`config.mk`:
```
export PLATFORM = sky130hd
export DESIGN_NAME = elevator_call_panel
export DESIGN_NICKNAME = d
export VERILOG_FILES = /design/src/rtl/elevator_pkg.sv /design/src/rtl/call_debounce.sv /design/src/rtl/elevator_call_panel.sv
export SDC_FILE = /design/constraint.sdc
export NUM_CORES = 1
export LEC_CHECK = 0
export CORE_MARGIN = 2
export CORE_UTILIZATION = 25
export CTS_BUF_LIST = sky130_fd_sc_hd__clkbuf_4 sky130_fd_sc_hd__clkbuf_8 sky130_fd_sc_hd__clkbuf_16
export CTS_CLUSTER_SIZE = 10
export DETAILED_ROUTE_END_ITERATION = 10
export HOLD_SLACK_MARGIN = 0.03
export PLACE_DENSITY = 0.46
export SLEW_MARGIN = 20
export SYNTH_ARGS = -nofsm -noshare
export SYNTH_HDL_FRONTEND = slang
export SYNTH_HIERARCHICAL = 1
export SYNTH_SLANG_ARGS = --single-unit
```
`constraint.sdc`:
```
create_clock -name clk -period 0.8 [get_ports clk]
set_input_delay 0.16 -clock clk [delete_from_list [all_inputs] [get_ports clk]]
set_output_delay 0.16 -clock clk [all_outputs]
set_load 0.01 [all_outputs]
```
`src/rtl/elevator_pkg.sv`:
```
// Shared elevator constants: default car geometry and travel-direction encoding,
// used by both the call panel and the motion controller.
package elevator_pkg;

    localparam int N_FLOORS_DEFAULT   = 4;
    localparam int FLOOR_BITS_DEFAULT = 2;

    localparam logic DIR_UP   = 1'b1;
    localparam logic DIR_DOWN = 1'b0;

endpackage

```
`src/rtl/call_debounce.sv`:
```
// One button: 2-flop synchronizer, then a stable-count debounce when
// CALL_PANEL_DEBOUNCE_EN is defined; otherwise the level is the synchronizer output.
module call_debounce #(
    parameter int DEBOUNCE_CYCLES = 8
) (
    input  logic clk,
    input  logic rst,
    input  logic btn_i,
    output logic level_o
);

    logic [1:0] sync_q;

    always_ff @(posedge clk) begin
        if (rst) begin
            sync_q <= '0;
        end else begin
            sync_q <= {sync_q[0], btn_i};
        end
    end

`ifdef CALL_PANEL_DEBOUNCE_EN
    localparam int CW = $clog2(DEBOUNCE_CYCLES + 1);

    logic [CW-1:0] cnt_q, cnt_d;
    logic          level_q, level_d;

    // The counter only runs while the synchronized input disagrees with the
    // accepted level, so any bounce back to the old level restarts it.
    always_comb begin
        cnt_d   = '0;
        level_d = level_q;
        if (sync_q[1] != level_q) begin
            if (cnt_q == CW'(DEBOUNCE_CYCLES - 1)) begin
                level_d = sync_q[1];
            end else begin
                cnt_d = cnt_q + CW'(1);
            end
        end
    end

    always_ff @(posedge clk) begin
        if (rst) begin
            cnt_q   <= '0;
            level_q <= 1'b0;
        end else begin
            cnt_q   <= cnt_d;
            level_q <= level_d;
        end
    end

    assign level_o = level_q;
`else
    logic unused_debounce_cycles;
    assign unused_debounce_cycles = |DEBOUNCE_CYCLES;
    assign level_o = sync_q[1];
`endif

endmodule

```
`src/rtl/elevator_call_panel.sv`:
```
// Call panel: conditions car/hall buttons, emits one-cycle request pulses and holds
// lamps until serviced. Debounce stage enabled by macro CALL_PANEL_DEBOUNCE_EN.
module elevator_call_panel
    import elevator_pkg::*;
#(
    parameter int N_FLOORS        = N_FLOORS_DEFAULT,
    parameter int FLOOR_BITS      = FLOOR_BITS_DEFAULT,
    parameter int DEBOUNCE_CYCLES = 8
) (
    input  logic                  clk,
    input  logic                  rst,
    input  logic [N_FLOORS-1:0]   inside_btn,
    input  logic [N_FLOORS-1:0]   up_btn,
    input  logic [N_FLOORS-1:0]   down_btn,
    input  logic [FLOOR_BITS-1:0] current_floor,
    input  logic                  door_open,
    input  logic                  direction,
    output logic [N_FLOORS-1:0]   inside_req,
    output logic [N_FLOORS-1:0]   up_call,
    output logic [N_FLOORS-1:0]   down_call,
    output logic [N_FLOORS-1:0]   inside_lamp,
    output logic [N_FLOORS-1:0]   up_lamp,
    output logic [N_FLOORS-1:0]   down_lamp,
    output logic                  any_pending
);

    localparam int NB = 3 * N_FLOORS;

    // Flattened bit order: [N-1:0] car, [2N-1:N] hall-up, [3N-1:2N] hall-down.
    logic [NB-1:0] raw_btn;
    logic [NB-1:0] level;
    logic [NB-1:0] prev_q, rise_q;
    logic [NB-1:0] pulse_q, pulse_d;
    logic [NB-1:0] lamp_q, lamp_d;
    logic [NB-1:0] clr;
    logic          pend_q;

    assign raw_btn = {down_btn, up_btn, inside_btn};

    for (genvar g = 0; g < NB; g++) begin : g_btn
        call_debounce #(
            .DEBOUNCE_CYCLES (DEBOUNCE_CYCLES)
        ) u_deb (
            .clk     (clk),
            .rst     (rst),
            .btn_i   (raw_btn[g]),
            .level_o (level[g])
        );
    end

    always_comb begin
        clr = '0;
        for (int i = 0; i < N_FLOORS; i++) begin
            if (door_open && (32'(current_floor) == 32'(i))) begin
                clr[i]              = 1'b1;
                clr[N_FLOORS + i]   = (direction == DIR_UP) || (i == 0);
                clr[2*N_FLOORS + i] = (direction == DIR_DOWN) || (i == N_FLOORS - 1);
            end
        end

        // An edge landing on a bit that is being serviced this cycle is absorbed.
        pulse_d = rise_q & ~lamp_q & ~clr;
        lamp_d  = (lamp_q | pulse_d) & ~clr;

        // Top-floor up and ground-floor down calls do not exist.
        pulse_d[2*N_FLOORS - 1] = 1'b0;
        pulse_d[2*N_FLOORS]     = 1'b0;
        lamp_d[2*N_FLOORS - 1]  = 1'b0;
        lamp_d[2*N_FLOORS]      = 1'b0;
    end

    always_ff @(posedge clk) begin
        if (rst) begin
            prev_q  <= '0;
            rise_q  <= '0;
            pulse_q <= '0;
            lamp_q  <= '0;
            pend_q  <= 1'b0;
        end else begin
            prev_q  <= level;
            rise_q  <= level & ~prev_q;
            pulse_q <= pulse_d;
            lamp_q  <= lamp_d;
            pend_q  <= |lamp_q;
        end
    end

    assign inside_req  = pulse_q[N_FLOORS-1:0];
    assign up_call     = pulse_q[2*N_FLOORS-1:N_FLOORS];
    assign down_call   = pulse_q[NB-1:2*N_FLOORS];
    assign inside_lamp = lamp_q[N_FLOORS-1:0];
    assign up_lamp     = lamp_q[2*N_FLOORS-1:N_FLOORS];
    assign down_lamp   = lamp_q[NB-1:2*N_FLOORS];
    assign any_pending = pend_q;

endmodule

```
-- After elaboration in Yosys (flattened, before gate mapping)
Cells that the tools add are included.
- bits in registers: 73
- bits in latches: 0
- memory bits (writable): 0
- memory bits (read-only): 0
- input port bits: 18
- output and inout bits: 25
- word-level logic and storage cells: 47
- memories: 0
- add/subtract/negate cells: 0
- multipliers: 0
- div/mod/pow operators: 0
- $lt $le $gt $ge: 0
- equality and inequality tests: 3
- shift operators: 0
- multiplexer cells: 10
- bitwise logic cells: 9
- reductions and logical operators: 6
- operators with widths (kind ; number):
    $and A12 B12 Y12 ; 4
    $not A12 Y12 ; 3
    $or A12 B12 Y12 ; 1
    $reduce_or A12 Y1 ; 1
    $mux W1 ; 10
    $eq A2 B2 Y1 const B ; 2
    $logic_and A1 B1 Y1 ; 4
    $eq A2 B1 Y1 const B ; 1
    $logic_not A2 Y1 ; 1
    $not A1 Y1 ; 1

-- Logic depth before layout (Yosys ltp)
- word-level depth: 7
- depth in mapped cells: 4
- mapped depth without buffers: 2

-- Modules after synthesis
Netlist, hierarchy kept.
- modules (own cells, without submodules) (module ; instances ; cells an instance ; area an instance (um^2) ; sequential area each (um^2)):
    elevator_call_panel ; 1 ; 111 ; 1357.6 ; 820.8
    call_debounce ; 10 ; 4 ; 52.6 ; 40.0

-- Least setup slack after synthesis
No wires, ideal clock.
- path kind: input -> register
- from: input rst
- to: register pulse_q[3]
- library setup time: 0.080 ns
- arrival time: 0.776 ns
- data required time: 0.720 ns
- path slack: -0.056 ns
- stages: 4
- path buffers: 2
- cells stage by stage: buf_6 > buf_12 > a31o_4 > nor3b_1
- RTL lines (item ; RTL line ; RTL):
    start: declaration ; elevator_call_panel.sv:11 ; input logic rst,
    end signal: assignment ; elevator_call_panel.sv:82 ; pulse_q <= pulse_d;
    end: declaration ; elevator_call_panel.sv:33 ; logic [NB-1:0] pulse_q, pulse_d;

-- Worst setup path in the final report
- from: register lamp_q[5]
- to: output up_lamp[1]
- RTL lines (item ; RTL line ; RTL):
    start: declaration ; elevator_call_panel.sv:34 ; logic [NB-1:0] lamp_q, lamp_d;
    start signal: assignment ; elevator_call_panel.sv:83 ; lamp_q <= lamp_d;
    end: declaration ; elevator_call_panel.sv:22 ; output logic [N_FLOORS-1:0] up_lamp,
No word-level cell between the ends.

==> summary.txt <==
STA
  • Final Critical Period: 0.962 ns
  • Max Freq: 1040 MHz
  • # setup viols final: 24
  • Skew final: 0.00336 ns
  • RSZ-0062 raised after global routing: yes
  • Final slew viol count: 0
  • Fin. Hold Viols: 0
  • Setup WS post-layout: -0.162 ns
  • Ratio of final minimum period to clock period: 1.20
  • WHS: between 0.2 and 0.25 ns

Power
  • Sw Share: 0.199
  • Seq pwr share: 0.500
  • Peak supply drop: 0.881 mV
  • Combinational Power Share: 0.070
  • Lkg Pwr: approximately 1.1 nW
  • Psw: 0.00127 W
  • Clock power frac: 0.430
  • Cell-internal power: 0.00509 W
  • Pwr dens: 2260 nW/um2

Worst setup path
  • Max incr delay on CP: 0.36 ns
  • Critical-path maximum fanout: 3
  • Critical path cell sequence: buf_6
  • Worst path arrival time: 0.80 ns
  • Crit end category: output port
  • CP startpoint kind: flip-flop
  • Critical path type: reg2out
  • Worst path required time: 0.64 ns
  • Critical path's slowest cell: dfxtp_4
  • Cell family with most CP delay: flip-flops
  • Buf/Inv on CP: 1

Detailed routing
  • WL final: 3210 um
  • Via count: 1144
  • DR pass1 iterations: 4
  • Final ANT Viol Nets: 0
  • DRT iter0 DRCs: 20
  • Drt drc: 0
  • WL/cell: 10.2 um
  • Drt via density: 3.62

GRT
  • M2 GR Usage: 0.127
  • Gr busiest metal: met2
  • Initial antenna violation count: 0
  • Met1 Track Usage GR: 0.0991
  • Vias in the first global route: 1119
  • Aggregate global routing overflow: 0
  • Total global-route track usage: 0.0875
  • Pin count of the biggest net entering global routing: 21
  • Met3 Usage GRT: 0.0576
  • First-pass GRT wire length: approximately 5400 um

Clock tree
  • CTS Buf Count: 9
  • CTS tree: built
  • Root Driver: clkbuf_8
  • Htree depth: 3
  • Clock Latency Late Sink: 0.32 ns
  • Maximum root-to-sink buffer count: 2
  • Reg clk slew, reported paths: 0.06 ns
  • Clock sink count: 61
  • Hold Buf Count CTS: 0

Synthesis
  • Sequential share of the synthesized area: 0.649
  • Yosys cell types: 20
  • Mapped cell area: around 1900 um2
  • Ys Warns: 6
  • Cell count after synthesis: 151
  • Avg Inst Size Synth: 12.5 um2
  • Synthesis-stage register bit count: 61

Cells and area
  • Final Util: 0.386
  • Nets@finish: 232
  • Layout Cells excl Fill: between 300 and 400
  • ANT cells: 0
  • Area growth syn-to-layout: 49.5%
  • Layout cells sized above 1: 0.442
  • Design Area, Final: 2820 um2

Run status
  • Failing checks: setup timing
  • Status: finished, violations left

Floorplanning
  • Die height: 90.8 um
  • Core Area: roughly 7300 um2
  • Die outline area: 8240 um2
  • Initial core utilization: 0.258
  • # rows: 31
  • I/O pin cnt: 43
  • Die X: 90.8 um

Job
  • Max-Cap Viols: 0

Hold path
  • HP Class: in2reg

Placement
  • Placed cell count: 301
  • Dpl hpwl: 2190 um
  • Port buffer count: 36
  • Placed Area: 2470 um2
  • Final GP Congestion: 0.760
  • DP Worst Slack: -0.573 ns
-- placed cells by master, fill, tap and decap left out, types with 3 or more instances in the layout --
| cell type | Yosys | layout |
|---|---|---|
| buf_4 | 4 | 13 |
| nor2b_1 | 37 | 37 |
| and2b_1 | 3 | 3 |
| dfxtp_2 | 0 | 15 |
| nor2_1 | 13 | 10 |
| clkdlybuf4s50_1 | 0 | 10 |
| nor4b_4 | 0 | 4 |
| dfxtp_4 | 0 | 3 |
| buf_2 | 0 | 5 |
| dfxtp_1 | 61 | 43 |
| nor3_1 | 6 | 5 |
| clkbuf_8 | 0 | 12 |
| conb_1 | 1 | 4 |
| buf_6 | 2 | 23 |
| dlygate4sd2_1 | 0 | 3 |
-- per-layer routing --
metal,wire length [um],up-vias
met3,283,8
met2,1480,41
met4,49,0
met5,0,-
met1,1390,482
li1,-,613
-- power by group through the flow --
stage	logic, W	registers [W]	clock network, W
3_5_place_dp	0.000422	0.00324	0
2_1_floorplan	0.000188	0.00326	0
3_3_place_gp	0.000418	0.00324	0
5_1_grt	0.000486	0.00319	0.00299
6_report	0.000444	0.00318	0.00273
4_1_cts	0.000426	0.00318	0.00284
-- kinds of logic (layout without fill, tap and decap cells) --
logic type | count (synthesis) | in the layout | synth area share
AO/OA/AOI/OAI | 6 | 6 | 0.0498
buffers and inverters | 9 | 72 | 0.0425
flip-flops | 61 | 61 | 0.649
other | 1 | 4 | 0.00199
AND/OR/NAND/NOR | 74 | 74 | 0.257
-- path summary, 6_finish.rpt --
check                                          start                      to  slack (ns)  cells after the start
worst max register to register  lamp_q[5]$_SDFF_PP0_  any_pending$_SDFF_PP0_       -0.14                      3
worst max-delay path            lamp_q[5]$_SDFF_PP0_              up_lamp[1]       -0.16                      1
worst min-delay path                             rst    prev_q[2]$_SDFF_PP0_        0.24                      3
worst min register to register  prev_q[4]$_SDFF_PP0_    rise_q[4]$_SDFF_PP0_        0.38                      1
-- registers in the layout, indices dropped and copies added, names as in the netlist --
register and cells:
any_pending 1, g_btn.u_deb/sync_q 20, lamp_q 10, prev_q 10, pulse_q 10, rise_q 10
-- through the flow --
stage	setup TNS [ns]	power [W]
2_1_floorplan	-0.0937	0.00345
3_3_place_gp	-14.53	0.00366
3_5_place_dp	-14.68	0.00366
4_1_cts	-3.19	0.00644
5_1_grt	-3.77	0.00667
6_report	-2.68	0.00636
-- cell usage after synthesis, drive strengths merged --
cell type,n,share of area
nor4,2,0.0066
a31oi,1,0.0033
nor4b,6,0.038
a2111oi,2,0.029
a211oi,2,0.0080
nor3,6,0.016
conb,1,0.0020
and2b,3,0.012
nor2,13,0.026
and3b,2,0.011
a31o,1,0.0093
buf,7,0.039
and4bb,2,0.013
nor2b,37,0.12
nor3b,3,0.012
inv,2,0.0040
dfxtp,61,0.65
-- final cells by class --
class | instances | area (um2)
Fill cell | 749 | 4480
Sequential cell | 61 | 1250
Multi-Input combinational cell | 84 | 692
Timing Repair Buffer | 56 | 538
Clock buffer | 13 | 173
Tap cell | 99 | 124
Clock inverter | 1 | 30.0
Inverter | 2 | 7.51
-- timing repair --
item | CTS | global route
setup endpoints to repair | 42 | 32
resized for setup | 122 | 22
pin swaps | 7 | 5
setup buffers | 1 | 0
No activity file was read; power rests on OpenSTA's default activity.
